File: config.mk
export PLATFORM = sky130hd
export DESIGN_NAME = sseg_scan
export DESIGN_NICKNAME = d
export VERILOG_FILES = /design/src/rtl/sseg_scan.sv
export SDC_FILE = /design/constraint.sdc
export NUM_CORES = 1
export LEC_CHECK = 0
export CAP_MARGIN = 25
export CORE_MARGIN = 3
export CORE_UTILIZATION = 45
export CTS_CLUSTER_DIAMETER = 120
export CTS_CLUSTER_SIZE = 14
export DETAILED_ROUTE_END_ITERATION = 7
export GPL_TIMING_DRIVEN = 0
export PLACE_DENSITY = 0.76
export RECOVER_POWER = 50
export SYNTH_ARGS = -nofsm -noshare
export SYNTH_HDL_FRONTEND = slang
export SYNTH_SLANG_ARGS = --single-unit
File: constraint.sdc
create_clock -name clk -period 2.4 [get_ports clk]
set_input_delay 0.48 -clock clk [delete_from_list [all_inputs] [get_ports clk]]
set_output_delay 0.48 -clock clk [all_outputs]
set_load 0.005 [all_outputs]
File: src/rtl/sseg_scan.sv
`default_nettype none
// ============================================================================
//  Module   : sseg_scan
//  Purpose  : Time-multiplexed scan controller for a 4-digit common-anode
//             seven-segment display. Every digit slot starts with a blanking
//             interval (all anodes off), followed by a show interval. The
//             digit select changes only while blanked, so the segment mux
//             settles before the next anode turns on. This prevents ghosting.
//  Ports    : clk        - system clock, rising edge
//             rst        - synchronous reset, active-high
//             en         - scan enable; low freezes scanning and blanks display
//             digit_en   - per-digit enable mask (bit i low keeps anode i off)
//             dp         - digit position, select for the segment mux
//             an         - anode enables, active-low, bit i = digit i
//             frame_tick - one-cycle pulse when a 4-digit frame completes
//  Revision : 1.0 - initial release
// ============================================================================
module sseg_scan #(
    parameter int BLANK_CYCLES = 500,
    parameter int SHOW_CYCLES  = 49500,
    parameter int CNT_W        = 16
) (
    input  logic       clk,
    input  logic       rst,
    input  logic       en,
    input  logic [3:0] digit_en,
    output logic [1:0] dp,
    output logic [3:0] an,
    output logic       frame_tick
);

    localparam logic [0:0] c_ST_BLANK = 1'b0;
    localparam logic [0:0] c_ST_SHOW  = 1'b1;

    localparam logic [CNT_W-1:0] c_BLANK_LAST = CNT_W'(BLANK_CYCLES - 1);
    localparam logic [CNT_W-1:0] c_SHOW_LAST  = CNT_W'(SHOW_CYCLES - 1);

    logic [0:0]       state_q, state_d;
    logic [CNT_W-1:0] cnt_q,   cnt_d;
    logic [1:0]       dp_q,    dp_d;
    logic [3:0]       an_q,    an_d;
    logic             tick_q,  tick_d;

    // ------------------------------------------------------------------
    // State register (state, counter, and the registered outputs)
    // ------------------------------------------------------------------
    always_ff @(posedge clk) begin
        if (rst) begin
            state_q <= c_ST_BLANK;
            cnt_q   <= '0;
            dp_q    <= 2'd0;
            an_q    <= 4'b1111;
            tick_q  <= 1'b0;
        end else begin
            state_q <= state_d;
            cnt_q   <= cnt_d;
            dp_q    <= dp_d;
            an_q    <= an_d;
            tick_q  <= tick_d;
        end
    end

    // ------------------------------------------------------------------
    // Next-state logic: with en low everything holds, which also means a
    // terminal count coinciding with en low is simply deferred.
    // ------------------------------------------------------------------
    always_comb begin
        state_d = state_q;
        cnt_d   = cnt_q;
        dp_d    = dp_q;
        if (en) begin
            case (state_q)
                c_ST_BLANK: begin
                    if (cnt_q == c_BLANK_LAST) begin
                        state_d = c_ST_SHOW;
                        cnt_d   = '0;
                    end else begin
                        cnt_d = cnt_q + 1'b1;
                    end
                end
                default: begin
                    if (cnt_q == c_SHOW_LAST) begin
                        // Advance the digit on the same edge the anodes go
                        // dark, so dp never moves under a lit digit.
                        state_d = c_ST_BLANK;
                        cnt_d   = '0;
                        dp_d    = dp_q + 2'd1;
                    end else begin
                        cnt_d = cnt_q + 1'b1;
                    end
                end
            endcase
        end
    end

    // ------------------------------------------------------------------
    // Output logic: computed from the upcoming state so that the
    // registered outputs line up with the state they describe.
    // ------------------------------------------------------------------
    always_comb begin
        an_d   = 4'b1111;
        tick_d = 1'b0;
        if (en) begin
            if (state_d == c_ST_SHOW && digit_en[dp_d]) begin
                an_d = ~(4'b0001 << dp_d);
            end
            tick_d = (state_q == c_ST_SHOW) && (state_d == c_ST_BLANK) &&
                     (dp_q == 2'd3);
        end
    end

    assign dp         = dp_q;
    assign an         = an_q;
    assign frame_tick = tick_q;

endmodule
`default_nettype wire

==> flow_summary.ini, run 1 <==
[cts]
cts_made_buffers = 3
cts-resized-gates = 0
ctsHoldBuffers = 0
cts-root-buf = clkbuf_4
tritoncts = yes
clk-insertion-delay-late_ns = 0.30
cts_sinks = 24
cts_max_level = 1
cts_setup_buffers = 0
cts.clk_slew.worst_paths_ns = 0.12
clk_path_buf_depth = 2

[final_layout]
diodes = 0
nets = 174
fillers = 245
drive_gt1_share_pct = 6.75
syn2layout_area_growth_pct = 14.8

[logic_synthesis]
synth_seq_area_share_pct = 37.8
synth-main-ff-cell = dfxtp_1
synth_common_cells = 24 x dfxtp_1, 24 x nor2_1, 8 x nand3_1, 8 x xnor2_1, 8 x xor2_1
synth-edff-count = 0
ys_warn_count = 0
ys_seq_elements = 24
avgSynthCellArea_um2 = 8.66
synth_area_um2 = 1270
yosys.area.top_type = dfxtp_1
ys_async_sr_fraction_pct = 0
syn_inst = 147
synth_cell_types = 38
syn_nets = 156
synth_top_area_share_pct = 37.8
synth_area_leaders = dfxtp_1 38%, nor2_1 7.1%, xnor2_1 5.5%

[setup_path]
worstSetupPathType = flop to flop
cp-start-kind = flop
crit_fanout = 10
r2r-start = cnt_q[0]$_SDFFE_PP0P_
end_kind = flop
r2r_slack_ns = 0.34
timing.rr.end = cnt_q[14]$_SDFFE_PP0P_
r2r_cells = 7
crit_required_ns = 2.61
crit_arrival_ns = 2.27

[sta]
maxSlewViolCount = 0
fin_setup_tns_ns = 0
final-setup-viol-count = 0
timing.hold.ws_ns = 0.507
worst_pin_slew_ns = 0.392
finClkSkew_ns = 0.00312
rsz0062_at_grt = no
min_period_ns = 2.06
slew_headroom_pct = 73.6
clock.fmax_mhz = 485
hold_viol = 0
period_share_pct = 85.9

[global_route]
grt_pass1_wl_um = 4330
grt_pass1_vias = 1003
grt_antenna_before_repair = 0
grt_overflow = 0
grt_max_degree = 13
groute.usage.overall_pct = 15.9

[placement]
port_buffers = 13
dpl.hpwl_um = 1950
place_congestion = 0.824

[floorplan]
ios = 14
fp.dieH_um = 59.2
initial_core_util_pct = 49.1
rows = 18
dieArea_um2 = 3500
fp.dieW_um = 59.2
fp.coreArea_um2 = 2590

[routing]
drt_iter0_drc = 74
ant_nets = 0
dr_total_vias = 1117
firstDrtPassIters = 4
routed_wirelength_um = 2620
drc_errors = 0
viasPerCell = 5.79
post_drt_wl_per_cell_um = 13.6

[hold_path]
hold_start = cnt_q[1]$_SDFFE_PP0P_
hold_depth = 2
holdPathEnd = cnt_q[1]$_SDFFE_PP0P_
hold_class = flop to flop

[status]
status = completed

[run]
max_cap_viol_count = 0

[power]
p_per_area_nw_per_um2 = 417
p_leak_nw = 0.503
ir_worst_vdd_uv = 362
## placed cells by master, fill, tap and decap left out, types with 2 or more instances in the layout
cell type        synthesis  routed
o31ai_1                  3       3
and4_1                   3       3
nor2b_1                  2       2
xnor2_1                  8       8
buf_2                    2       2
clkbuf_1                 2       2
ha_1                     2       2
dlygate4sd3_1            0       7
dfxtp_1                 24      24
nand2_1                  6       6
nand2b_1                 2       2
nor3_1                   2       2
o211ai_1                 6       6
clkbuf_4                 0       3
inv_1                    6       6
nand3_1                  8       8
and3_1                   3       4
nor2_1                  24      24
xor2_1                   8       8
clkdlybuf4s50_1          0       6
o21ai_0                  3       4
nand4_1                  7       7
a21oi_1                  4       4
a211oi_1                 2       2
a211o_1                  2       2
nor4b_4                  2       2
## registers in the layout, indices dropped and copies added, names as in the netlist
name / cells
state_q: 1
dp: 2
cnt_q: 16
an: 4
frame_tick: 1
## how the worst max path moves through the flow
stage / startpoint / endpoint / slack, ns / depth (start not counted)
global route: cnt_q[0]$_SDFFE_PP0P_ / cnt_q[14]$_SDFFE_PP0P_ / 0.07 / 7
finish: cnt_q[0]$_SDFFE_PP0P_ / cnt_q[14]$_SDFFE_PP0P_ / 0.34 / 7
CTS: cnt_q[0]$_SDFFE_PP0P_ / cnt_q[14]$_SDFFE_PP0P_ / 0.35 / 7
global placement: en / cnt_q[15]$_SDFFE_PP0P_ / 0.20 / 7
detailed placement: en / cnt_q[11]$_SDFFE_PP0P_ / 0.16 / 7
floorplan: cnt_q[0]$_SDFFE_PP0P_ / an[0]$_SDFF_PP1_ / 0.68 / 6
## where the power goes
group	switching, W	internal [W]
Combinational	0.0000157	0.0000178
Sequential	0.00000366	0.000402
Clock	0.000111	0.0000586
## final cells by class
class                           count  area (µm²)  area share (%)
Tap cell                           30        37.5            2.57
Multi-Input combinational cell    113         751            51.4
Inverter                            6        22.5            1.54
Timing Repair Buffer               13         130            8.90
Clock buffer                        3        22.5            1.54
Sequential cell                    24         480            32.9
Buffer                              4        17.5            1.20
## layer usage
layer	GRT usage (%)	wire length [µm]	part of all wire, %
met5	0	0	0
met4	7.44	41	1.6
met3	2.40	111	4.2
met2	26.8	1240	47
met1	19.8	1230	47
## through the flow
stage	cells	cell area, µm²	utilization [%]	total power [W]	setup WS (ns)
after CTS	193	1460	56.5	0.000619	0.351
final	193	1460	56.4	0.000609	0.339
after floorplan	147	1270	-	0.000431	0.678
after detailed placement	190	1440	55.6	0.000448	0.159
after global routing	193	1460	56.4	0.000636	0.0720
after global placement	190	1440	55.6	0.000446	0.198
## worst max-delay path, cell delays in order (launching register included)
cell and delay, ns:
dfxtp_1 0.40, ha_1 0.25, nor4b_4 0.33, and3_1 0.33, o21ai_0 0.12, nand2b_1 0.21
buf_2 0.26, nor2_1 0.07
## cell families (layout without fill, tap and decap cells)
family,count (synthesis),after routing,share of synthesized area [%]
simple gates,70,70,32.4
flops,24,24,37.8
buf+inv,10,26,3.15
mux,1,1,0.787
compound gates,24,24,13.0
fa+ha+maj,2,2,1.97
xor+xnor,16,16,11.0
No activity file was read; power rests on OpenSTA's default activity.
==> run 2, diff against run 1 <==
--- a/config.mk
+++ b/config.mk
@@ -7,12 +7,12 @@
 export LEC_CHECK = 0
 export CAP_MARGIN = 25
 export CORE_MARGIN = 3
-export CORE_UTILIZATION = 45
+export CORE_UTILIZATION = 40
 export CTS_CLUSTER_DIAMETER = 120
 export CTS_CLUSTER_SIZE = 14
 export DETAILED_ROUTE_END_ITERATION = 7
 export GPL_TIMING_DRIVEN = 0
-export PLACE_DENSITY = 0.76
+export PLACE_DENSITY = 0.7
 export RECOVER_POWER = 50
 export SYNTH_ARGS = -nofsm -noshare
 export SYNTH_HDL_FRONTEND = slang
==> flow_summary.ini, run 2 (synthesis gave the netlist of run 1 again) <==
[final_layout]
regArea_um2 = 480
largest_reg_flops = 16
final_cell_mix = 24 x nor2_1, 24 x dfxtp_1, 8 x nand3_1, 8 x xnor2_1, 8 x xor2_1
multi_input_area_um2 = 748
fillers = 288
drive_gt1_share_pct = 6.71
stdcell_area_um2 = 1490
diodes = 0
top_register = cnt_q
syn2layout_area_growth_pct = 16.9
nets = 174

[placement]
place_congestion = 0.827
dpl_cell_area_um2 = 1460
port_buffers = 13
dpl.hpwl_um = 2010

[sta]
worst_pin_slew_ns = 0.394
hold_viol = 0
maxSlewViolCount = 0
final-setup-viol-count = 0
rsz0062_at_grt = no
period_share_pct = 87.4
min_period_ns = 2.10
slew_headroom_pct = 73.4
clock.fmax_mhz = 477
finClkSkew_ns = 0.00661
fin_setup_tns_ns = 0

[cts]
cts_sinks = 24
cts_max_level = 1
cts_setup_buffers = 0
cts-resized-gates = 0
cts.clk_slew.worst_paths_ns = 0.13
clk-insertion-delay-late_ns = 0.31
cts_made_buffers = 3
clk_path_buf_depth = 2
tritoncts = yes
ctsHoldBuffers = 0
cts-root-buf = clkbuf_4

[setup_path]
critical-path-max-stage-delay_ns = 0.42
path_cells = ha_1 > nor4b_4 > and3_1 > nand2_1 > a211o_1 > o211ai_1
critPathSlowestCell = dfxtp_1
end_kind = flop
crit_start = cnt_q[0]$_SDFFE_PP0P_
cp-start-kind = flop
crit_fanout = 6
crit_arrival_ns = 2.34
crit_family = simple AND/OR/NAND/NOR gates
worstSetupPathType = flop to flop
crit_buf_inv = 0
crit_required_ns = 2.64
r2r-start = cnt_q[0]$_SDFFE_PP0P_

[global_route]
grt_pass1_vias = 1112
grt_pass1_wl_um = 4920
groute.usage.overall_pct = 15.1
grt_max_degree = 14
grt_antenna_before_repair = 0
grt_overflow = 0

[hold_path]
hold_class = flop to flop
hold_start = cnt_q[1]$_SDFFE_PP0P_

[floorplan]
ios = 14
initial_core_util_pct = 43.9
fp.dieW_um = 62.4
rows = 19
dieArea_um2 = 3890
fp.dieH_um = 62.4
fp.coreArea_um2 = 2900

[routing]
drt_iter0_drc = 92
viasPerCell = 5.40
routed_wirelength_um = 2720
dr_total_vias = 1113
drc_errors = 0
ant_nets = 0
firstDrtPassIters = 4
post_drt_wl_per_cell_um = 13.2

[power]
p_per_area_nw_per_um2 = 439
p_leak_nw = 0.506
ir_worst_vdd_uv = 204

[status]
status = completed

[run]
max_cap_viol_count = 0
-- run 2: cell count changes in the layout (fill, tap and decap cells not counted), sizes merged --
cell and change:
clkbuf +1, clkdlybuf4s50 +1, dlygate4sd3 -1
-- run 2: path summary, 6_finish.rpt --
path                           end  slack, ns  depth (start not counted)
min reg2reg  cnt_q[1]$_SDFFE_PP0P_       0.51                          2
max reg2reg       an[0]$_SDFF_PP1_       0.30                          6
min          cnt_q[1]$_SDFFE_PP0P_       0.51                          2
max               an[0]$_SDFF_PP1_       0.30                          6
-- run 2: power breakdown --
| group | internal, W | switching [W] |
|---|---|---|
| Combinational | 0.0000179 | 0.0000163 |
| Sequential | 0.000402 | 0.00000390 |
| Clock | 0.0000926 | 0.000120 |
| Total | 0.000512 | 0.000140 |
-- run 2: worst reg2reg max path: cells and delay by family (launching register included) --
| family | cells | cell delay (ns) |
|---|---|---|
| and+or+nand+nor | 3 | 0.83 |
| AOI/OAI and AO/OA | 2 | 0.54 |
| DFF | 1 | 0.42 |
| adders and majority gates | 1 | 0.25 |
-- run 2: metal layers --
layer  vias up  wire length [µm]  track usage (%)
li1        562                 -                -
met3         2                74             2.52
met1       532              1310             18.7
met5         -                 0                0
met4         0                22             4.96
met2        17              1310             26.2
-- run 2: area by class of cell --
cell class / count / share of cell area, %
inverter: 6 / 1.51
sequential: 24 / 32.3
clock buffer: 4 / 2.44
buffer: 4 / 1.18
multi-input combinational: 113 / 50.3
tap: 42 / 3.53
timing repair buffer: 13 / 8.75
-- run 2: stage by stage --
| stage | setup slack (ns) | instances | utilization (%) | hold WS (ns) | total power [W] |
|---|---|---|---|---|---|
| after global routing | 0.108 | 206 | 51.3 | 0.562 | 0.000688 |
| after CTS | 0.371 | 206 | 51.4 | 0.510 | 0.000659 |
| after global placement | 0.197 | 202 | 50.2 | 0.474 | 0.000446 |
| final | 0.303 | 206 | 51.3 | 0.511 | 0.000653 |
| after floorplan | 0.678 | 147 | - | 0.456 | 0.000431 |
| after detailed placement | 0.155 | 202 | 50.2 | 0.486 | 0.000448 |
